[src/rtl/iter_divider.sv]
// Iterative restoring divider for signed or unsigned operands.
// The divider produces one quotient bit per cycle and uses a final fix-up cycle to apply signs.
// A zero divisor, and the signed overflow case, bypass the iteration loop.
//
// state  | meaning
// -------+-----------------------------------------------------------
// S_IDLE | ready for a request; operands are captured on accept
// S_CALC | shift-subtract steps; exits early for zero divisor/overflow
// S_FIX  | apply quotient/remainder signs to the magnitudes
// S_DONE | result valid; held until out_ready_i
module iter_divider #(
  parameter int WIDTH = 64
) (
  input  logic             clk,
  input  logic             reset_i,
  input  logic             in_valid_i,
  output logic             in_ready_o,
  input  logic             signed_i,
  input  logic [WIDTH-1:0] dividend_i,
  input  logic [WIDTH-1:0] divisor_i,
  output logic             out_valid_o,
  input  logic             out_ready_i,
  output logic [WIDTH-1:0] quotient_o,
  output logic [WIDTH-1:0] remainder_o,
  output logic             div_zero_o
);

  localparam int CW = $clog2(WIDTH + 1);
  localparam logic [CW-1:0] CNT_INIT = CW'(WIDTH);
  localparam logic [CW-1:0] CNT_ONE  = CW'(1);

  typedef enum logic [1:0] {S_IDLE, S_CALC, S_FIX, S_DONE} state_t;

  state_t               r_state;
  state_t               w_state_nxt;
  logic [CW-1:0]        r_cnt;
  logic [2*WIDTH-1:0]   r_pr;
  logic [WIDTH-1:0]     r_dvsr;
  logic                 r_q_neg;
  logic                 r_r_neg;
  logic                 r_zero_case;
  logic                 r_ovf_case;
  logic [WIDTH-1:0]     r_quot;
  logic [WIDTH-1:0]     r_remd;
  logic                 r_dz;

  logic                 w_a_neg;
  logic                 w_b_neg;
  logic [WIDTH-1:0]     w_a_mag;
  logic [WIDTH-1:0]     w_b_mag;
  logic                 w_zero;
  logic                 w_ovf;
  logic [WIDTH:0]       w_minuend;
  logic                 w_neg;
  logic [WIDTH-1:0]     w_diff_lo;
  logic [2*WIDTH-1:0]   w_pr_step;
  logic [WIDTH-1:0]     w_q_raw;
  logic [WIDTH-1:0]     w_r_raw;
  logic [WIDTH-1:0]     w_q_fix;
  logic [WIDTH-1:0]     w_r_fix;

  assign w_a_neg = signed_i & dividend_i[WIDTH-1];
  assign w_b_neg = signed_i & divisor_i[WIDTH-1];
  assign w_a_mag = w_a_neg ? -dividend_i : dividend_i;
  assign w_b_mag = w_b_neg ? -divisor_i : divisor_i;
  assign w_zero  = (divisor_i == '0);
  assign w_ovf   = signed_i & (dividend_i == {1'b1, {(WIDTH-1){1'b0}}}) & (divisor_i == '1);

  // The upper half shifted left by one, plus the next dividend bit, is the WIDTH+1-bit trial value.
  // When the subtraction succeeds, the result is below the divisor.
  // Therefore only the low WIDTH bits of the difference need to be kept.
  assign w_minuend = r_pr[2*WIDTH-1:WIDTH-1];
  assign w_neg     = (w_minuend < {1'b0, r_dvsr});
  assign w_diff_lo = w_minuend[WIDTH-1:0] - r_dvsr;
  assign w_pr_step = w_neg ? {r_pr[2*WIDTH-2:0], 1'b0}
                           : {w_diff_lo, r_pr[WIDTH-2:0], 1'b1};

  assign w_q_raw = r_pr[WIDTH-1:0];
  assign w_r_raw = r_pr[2*WIDTH-1:WIDTH];
  assign w_q_fix = r_q_neg ? -w_q_raw : w_q_raw;
  assign w_r_fix = r_r_neg ? -w_r_raw : w_r_raw;

  assign in_ready_o  = (r_state == S_IDLE);
  assign out_valid_o = (r_state == S_DONE);
  assign quotient_o  = r_quot;
  assign remainder_o = r_remd;
  assign div_zero_o  = r_dz;

  // State register; reset wins over any accept or consume.
  always_ff @(posedge clk) begin
    if (reset_i) r_state <= S_IDLE;
    else         r_state <= w_state_nxt;
  end

  // Next-state logic.
  always_comb begin
    w_state_nxt = r_state;
    case (r_state)
      S_IDLE: if (in_valid_i) w_state_nxt = S_CALC;
      S_CALC: begin
        if (r_zero_case || r_ovf_case) w_state_nxt = S_DONE;
        else if (r_cnt == '0)          w_state_nxt = S_FIX;
      end
      S_FIX:  w_state_nxt = S_DONE;
      S_DONE: if (out_ready_i) w_state_nxt = S_IDLE;
      default: w_state_nxt = S_IDLE;
    endcase
  end

  // Datapath: operand capture, iteration, sign fix-up and result registers.
  always_ff @(posedge clk) begin
    if (reset_i) begin
      r_cnt       <= '0;
      r_pr        <= '0;
      r_dvsr      <= '0;
      r_q_neg     <= 1'b0;
      r_r_neg     <= 1'b0;
      r_zero_case <= 1'b0;
      r_ovf_case  <= 1'b0;
      r_quot      <= '0;
      r_remd      <= '0;
      r_dz        <= 1'b0;
    end else begin
      case (r_state)
        S_IDLE: begin
          if (in_valid_i) begin
            r_cnt       <= CNT_INIT;
            // Bypass cases keep the raw dividend, because they return it unmodified.
            r_pr        <= {{WIDTH{1'b0}}, (w_zero || w_ovf) ? dividend_i : w_a_mag};
            r_dvsr      <= w_b_mag;
            r_q_neg     <= w_a_neg ^ w_b_neg;
            r_r_neg     <= w_a_neg;
            r_zero_case <= w_zero;
            r_ovf_case  <= w_ovf;
          end
        end
        S_CALC: begin
          if (r_zero_case) begin
            r_quot <= '1;
            r_remd <= r_pr[WIDTH-1:0];
            r_dz   <= 1'b1;
          end else if (r_ovf_case) begin
            r_quot <= r_pr[WIDTH-1:0];
            r_remd <= '0;
            r_dz   <= 1'b0;
          end else if (r_cnt != '0) begin
            r_pr  <= w_pr_step;
            r_cnt <= r_cnt - CNT_ONE;
          end
        end
        S_FIX: begin
          r_quot <= w_q_fix;
          r_remd <= w_r_fix;
          r_dz   <= 1'b0;
        end
        default: ;
      endcase
    end
  end

endmodule
[config.mk]
export PLATFORM = sky130hd
export DESIGN_NAME = iter_divider
export DESIGN_NICKNAME = d
export VERILOG_FILES = /design/src/rtl/iter_divider.sv
export SDC_FILE = /design/constraint.sdc
export NUM_CORES = 1
export LEC_CHECK = 0
export CORE_ASPECT_RATIO = 1.25
export CORE_MARGIN = 5
export CORE_UTILIZATION = 25
export CTS_CLUSTER_SIZE = 16
export DETAILED_ROUTE_END_ITERATION = 10
export PLACE_DENSITY_LB_ADDON = 0.15
export REMOVE_ABC_BUFFERS = 1
export SETUP_SLACK_MARGIN = 0.05
export SYNTH_ARGS = -nofsm -noshare
export SYNTH_HDL_FRONTEND = slang
export SYNTH_SLANG_ARGS = --single-unit
[constraint.sdc]
create_clock -name clk -period 4.93 [get_ports clk]
set_input_delay 0.986 -clock clk [delete_from_list [all_inputs] [get_ports clk]]
set_output_delay 0.986 -clock clk [all_outputs]
set_load 0.01 [all_outputs]
==> results.py <==
metrics = {
    "timing": {
        "relSlewSlack_pct": 32.31,
        "slew_viol_final": 0,
        "rsz0062_at_grt": "false",
        "setup_viol": 0,
        "finClkSkew_ns": 0.02254,
        "worst_slew_pin_slew_ns": 1.015,
        "period_needed_ns": 4.142,
        "timing.final.crit_share_pct": 84.01,
        "hold_violations": 0,
        "fmax_mhz": 241.4,
    },
    "synthesis": {
        "synth_ff_type": "dfxtp_1",
        "avgSynthCellArea_sq_um": 7.512,
        "synth-seq-cells": 334,
        "synth-async-reset-ratio_pct": 0,
        "synth-edff-count": 0,
        "synth_cell_types": 78,
        "yosysSeqAreaShare_pct": 29.67,
        "syn-instance-count": 3000,
        "synth_area_sq_um": 22540,
        "synth_warnings": 0,
    },
    "cts": {
        "numCtsBuffers": 41,
        "htreeDepth": 2,
        "postCtsHoldBufs": 0,
        "clock_latency_ns": 0.59,
        "cts_root_buf": "clkbuf_16",
        "clkTransAtPathRegs_ns": 0.06,
        "postCtsSetupRepairBufs": 0,
        "clk_path_buf_depth": 3,
        "cts.sinks": 334,
        "cts_resized": 0,
        "cts_tree": "done",
    },
    "route": {
        "drc": 0,
        "drt_iter0_markers": 1528,
        "dr.pass1.iters": 7,
        "routedWlPerCell_um": 20.88,
        "num_vias": 22580,
        "drt-total-wl_um": 91060,
        "viasPerCell": 5.178,
        "final_antenna_net_count": 0,
    },
    "placement": {
        "place.gp.congestion": 0.8834,
        "dp_hpwl_um": 69510,
        "io_buffers": 263,
        "dp_cells": 4288,
    },
    "power": {
        "powerDensity_nw_per_um2": 452.7,
        "p_sw_mw": 5.681,
        "p_int_mw": 6.901,
        "power_mw": 12.58,
        "sw_frac_of_total_pct": 45.15,
        "power_leakage_nw": 9.946,
        "pwr-share-comb_pct": 44.2,
        "clockPowerShare_pct": 24.8,
        "peakVddDrop_v": 0.0003294,
        "power_frac_seq_pct": 31.0,
    },
    "worst_setup_path": {
        "worst-path-stages": 11,
        "crit_family": "simple AND/OR/NAND/NOR gates",
        "cp_slowest_cell": "nor4_1",
        "worstSetupStartpointType": "input pin",
        "startpoint": "divisor_i[32]",
        "rr_endpoint": "r_pr[112]",
        "crit_top_cell": "nand4_1",
        "cp_max_fo": 32,
        "endpoint_kind": "flip-flop",
        "cp.arrival_ns": 4.58,
        "max_stage_delay_ns": 0.74,
        "crit_path_cell_trace": "clkdlybuf4s50_1 > nand4_1 > nor4_1 > nand4_1 > nor4_2 > nor3_2 > buf_12 > o31ai_1 > xnor2_1 > o211ai_1 > a21oi_1",
        "path_class": "in -> reg",
        "reg2reg_depth": 15,
        "endpoint": "r_pr[25]",
        "reg2reg_slack_ns": 0.99,
        "cp.required_ns": 5.37,
        "r2r-start": "r_pr[63]",
        "cp_num_buf_inv": 2,
    },
    "min_path": {
        "min_path_cells": 2,
        "min_from": "quotient_o[22]",
        "hold_class": "reg -> reg",
    },
    "job": {
        "maxCapViolCount": 0,
    },
    "global_routing": {
        "grt_pass1_wl_um": 138800,
        "grt_max_degree": 162,
        "grt.total_usage_pct": 18.02,
        "antenna_found_initial": 1,
        "grt_pass1_vias": 22121,
        "grt_overflow": 0,
    },
    "cells_and_area": {
        "antenna_cells": 0,
        "areaGrowthSynthToFinish_pct": 23.33,
        "fin_cells": 4361,
        "fin_nets": 3353,
        "final.fill_count": 9628,
        "drive_above_1_share_pct": 5.671,
    },
    "die": {
        "start_util_pct": 25.12,
        "die_w_um": 278.5,
        "fp.dieH_um": 345.7,
        "num_rows": 123,
        "top_level_ports": 264,
        "die_area_sq_um": 96290,
        "coreArea_sq_um": 89720,
    },
    "run_status": {
        "outcome": "finished clean",
    },
}
==> placed cells by master, fill, tap and decap left out, types with 60 or more instances in the layout <==
| cell type | synthesis | layout |
|---|---|---|
| a211oi_1 | 61 | 61 |
| a21oi_1 | 197 | 197 |
| a31oi_1 | 74 | 74 |
| buf_4 | 0 | 60 |
| clkdlybuf4s50_1 | 0 | 262 |
| dfxtp_1 | 334 | 333 |
| ha_1 | 75 | 74 |
| inv_1 | 108 | 108 |
| mux2i_1 | 61 | 61 |
| nand2_1 | 398 | 398 |
| nand3_1 | 102 | 102 |
| nor2_1 | 244 | 241 |
| nor3_1 | 100 | 98 |
| o21ai_0 | 178 | 178 |
| o31ai_1 | 62 | 62 |
| xnor2_1 | 163 | 163 |
| xor2_1 | 72 | 72 |
==> flip-flops by register name, indices dropped and copies added, names as in the netlist <==
name,flops
r_state,2
div_zero_o,1
r_pr,128
r_zero_case,1
r_r_neg,1
remainder_o,64
r_cnt,7
r_dvsr,64
r_ovf_case,1
quotient_o,64
r_q_neg,1
==> cells by family after synthesis <==
kind of cell               Yosys count  share of synthesized area (%)
and+or+nand+nor                   1087                          22.87
AOI/OAI and AO/OA                  869                          25.69
buffers and inverters              338                          5.674
DFF                                334                          29.67
xor gates and xnor gates           235                          9.133
adders and majority gates           76                          4.253
muxes                               61                          2.709
==> metal layers <==
metal	vias up	wire [um]	part of all wire [%]	global-route usage, %
li1	11275	-	-	-
met4	2	2928	3.2	5.713
met5	-	12	0.013	0
met1	10626	41630	46	24.19
met3	116	3867	4.2	2.363
met2	561	42630	47	30.05
==> Yosys cell counts, types with 13 or more instances <==
cell	n	share of area (%)
o41ai_1	27	1.0
nand3_1	102	2.3
nand2_1	398	6.6
xor2_1	72	2.8
a32oi_1	13	0.51
a31oi_1	74	2.1
a222oi_1	49	2.2
nor4_1	34	0.94
a311oi_1	18	0.70
ha_1	75	4.2
inv_1	108	1.8
o211ai_1	14	0.47
clkbuf_1	206	3.4
or3_1	37	1.0
nand4_1	39	1.1
o22ai_1	15	0.42
a21o_1	43	1.4
a211o_1	34	1.3
dfxtp_1	334	30
nand2b_1	18	0.50
nor3_1	100	2.2
a211oi_1	61	2.0
or4_1	35	1.2
a22oi_1	14	0.47
o21ai_0	178	4.0
xnor2_1	163	6.3
a21oi_1	197	4.4
nor2_1	244	4.1
buf_1	15	0.25
o31ai_1	62	2.1
mux2i_1	61	2.7
==> power groups by stage <==
stage | clock network (mW) | registers [mW] | logic (mW)
5_1_grt | 3.33 | 3.98 | 6.18
6_report | 3.12 | 3.90 | 5.56
2_1_floorplan | 0 | 3.71 | 3.51
3_3_place_gp | 0 | 3.94 | 5.62
4_1_cts | 3.23 | 3.89 | 5.60
3_5_place_dp | 0 | 3.95 | 5.58
==> worst min-delay path by stage <==
stage,to,slack (ns)
floorplan,r_dvsr[35],0.43
global placement,quotient_o[10],0.44
detailed placement,r_dvsr[51],0.45
CTS,r_dvsr[54],0.45
global route,quotient_o[36],0.46
finish,quotient_o[22],0.45
==> tightest hold or removal path: cells and delay by family, from the launching register on <==
family,cells,cell delay (ns)
flops,1,0.30
simple gates,1,0.05
compound gates,1,0.05
==> final cells by class <==
type	count	area [sq um]	area share (%)
clock buffer	55	1171	4.214
clock inverter	18	181.4	0.6527
inverter	109	409.1	1.472
multi-input combinational	2328	14630	52.64
sequential	334	6688	24.06
tap	1187	1485	5.343
timing repair buffer	330	3228	11.61
==> per-stage QoR <==
stage / hold WS (ns) / area, sq um / worst slack (ns) / TNS, ns / utilization (%)
after floorplan: 0.4258 / 21670 / -3.024 / -587.95 / -
after global placement: 0.4395 / 26440 / 0.07487 / 0 / 29.47
after detailed placement: 0.4456 / 26440 / 0.07440 / 0 / 29.47
after CTS: 0.4514 / 27790 / 0.7072 / 0 / 30.98
after global routing: 0.4626 / 27790 / 0.5878 / 0 / 30.98
final: 0.4483 / 27790 / 0.7883 / 0 / 30.98
No activity file was read; power rests on OpenSTA's default activity.
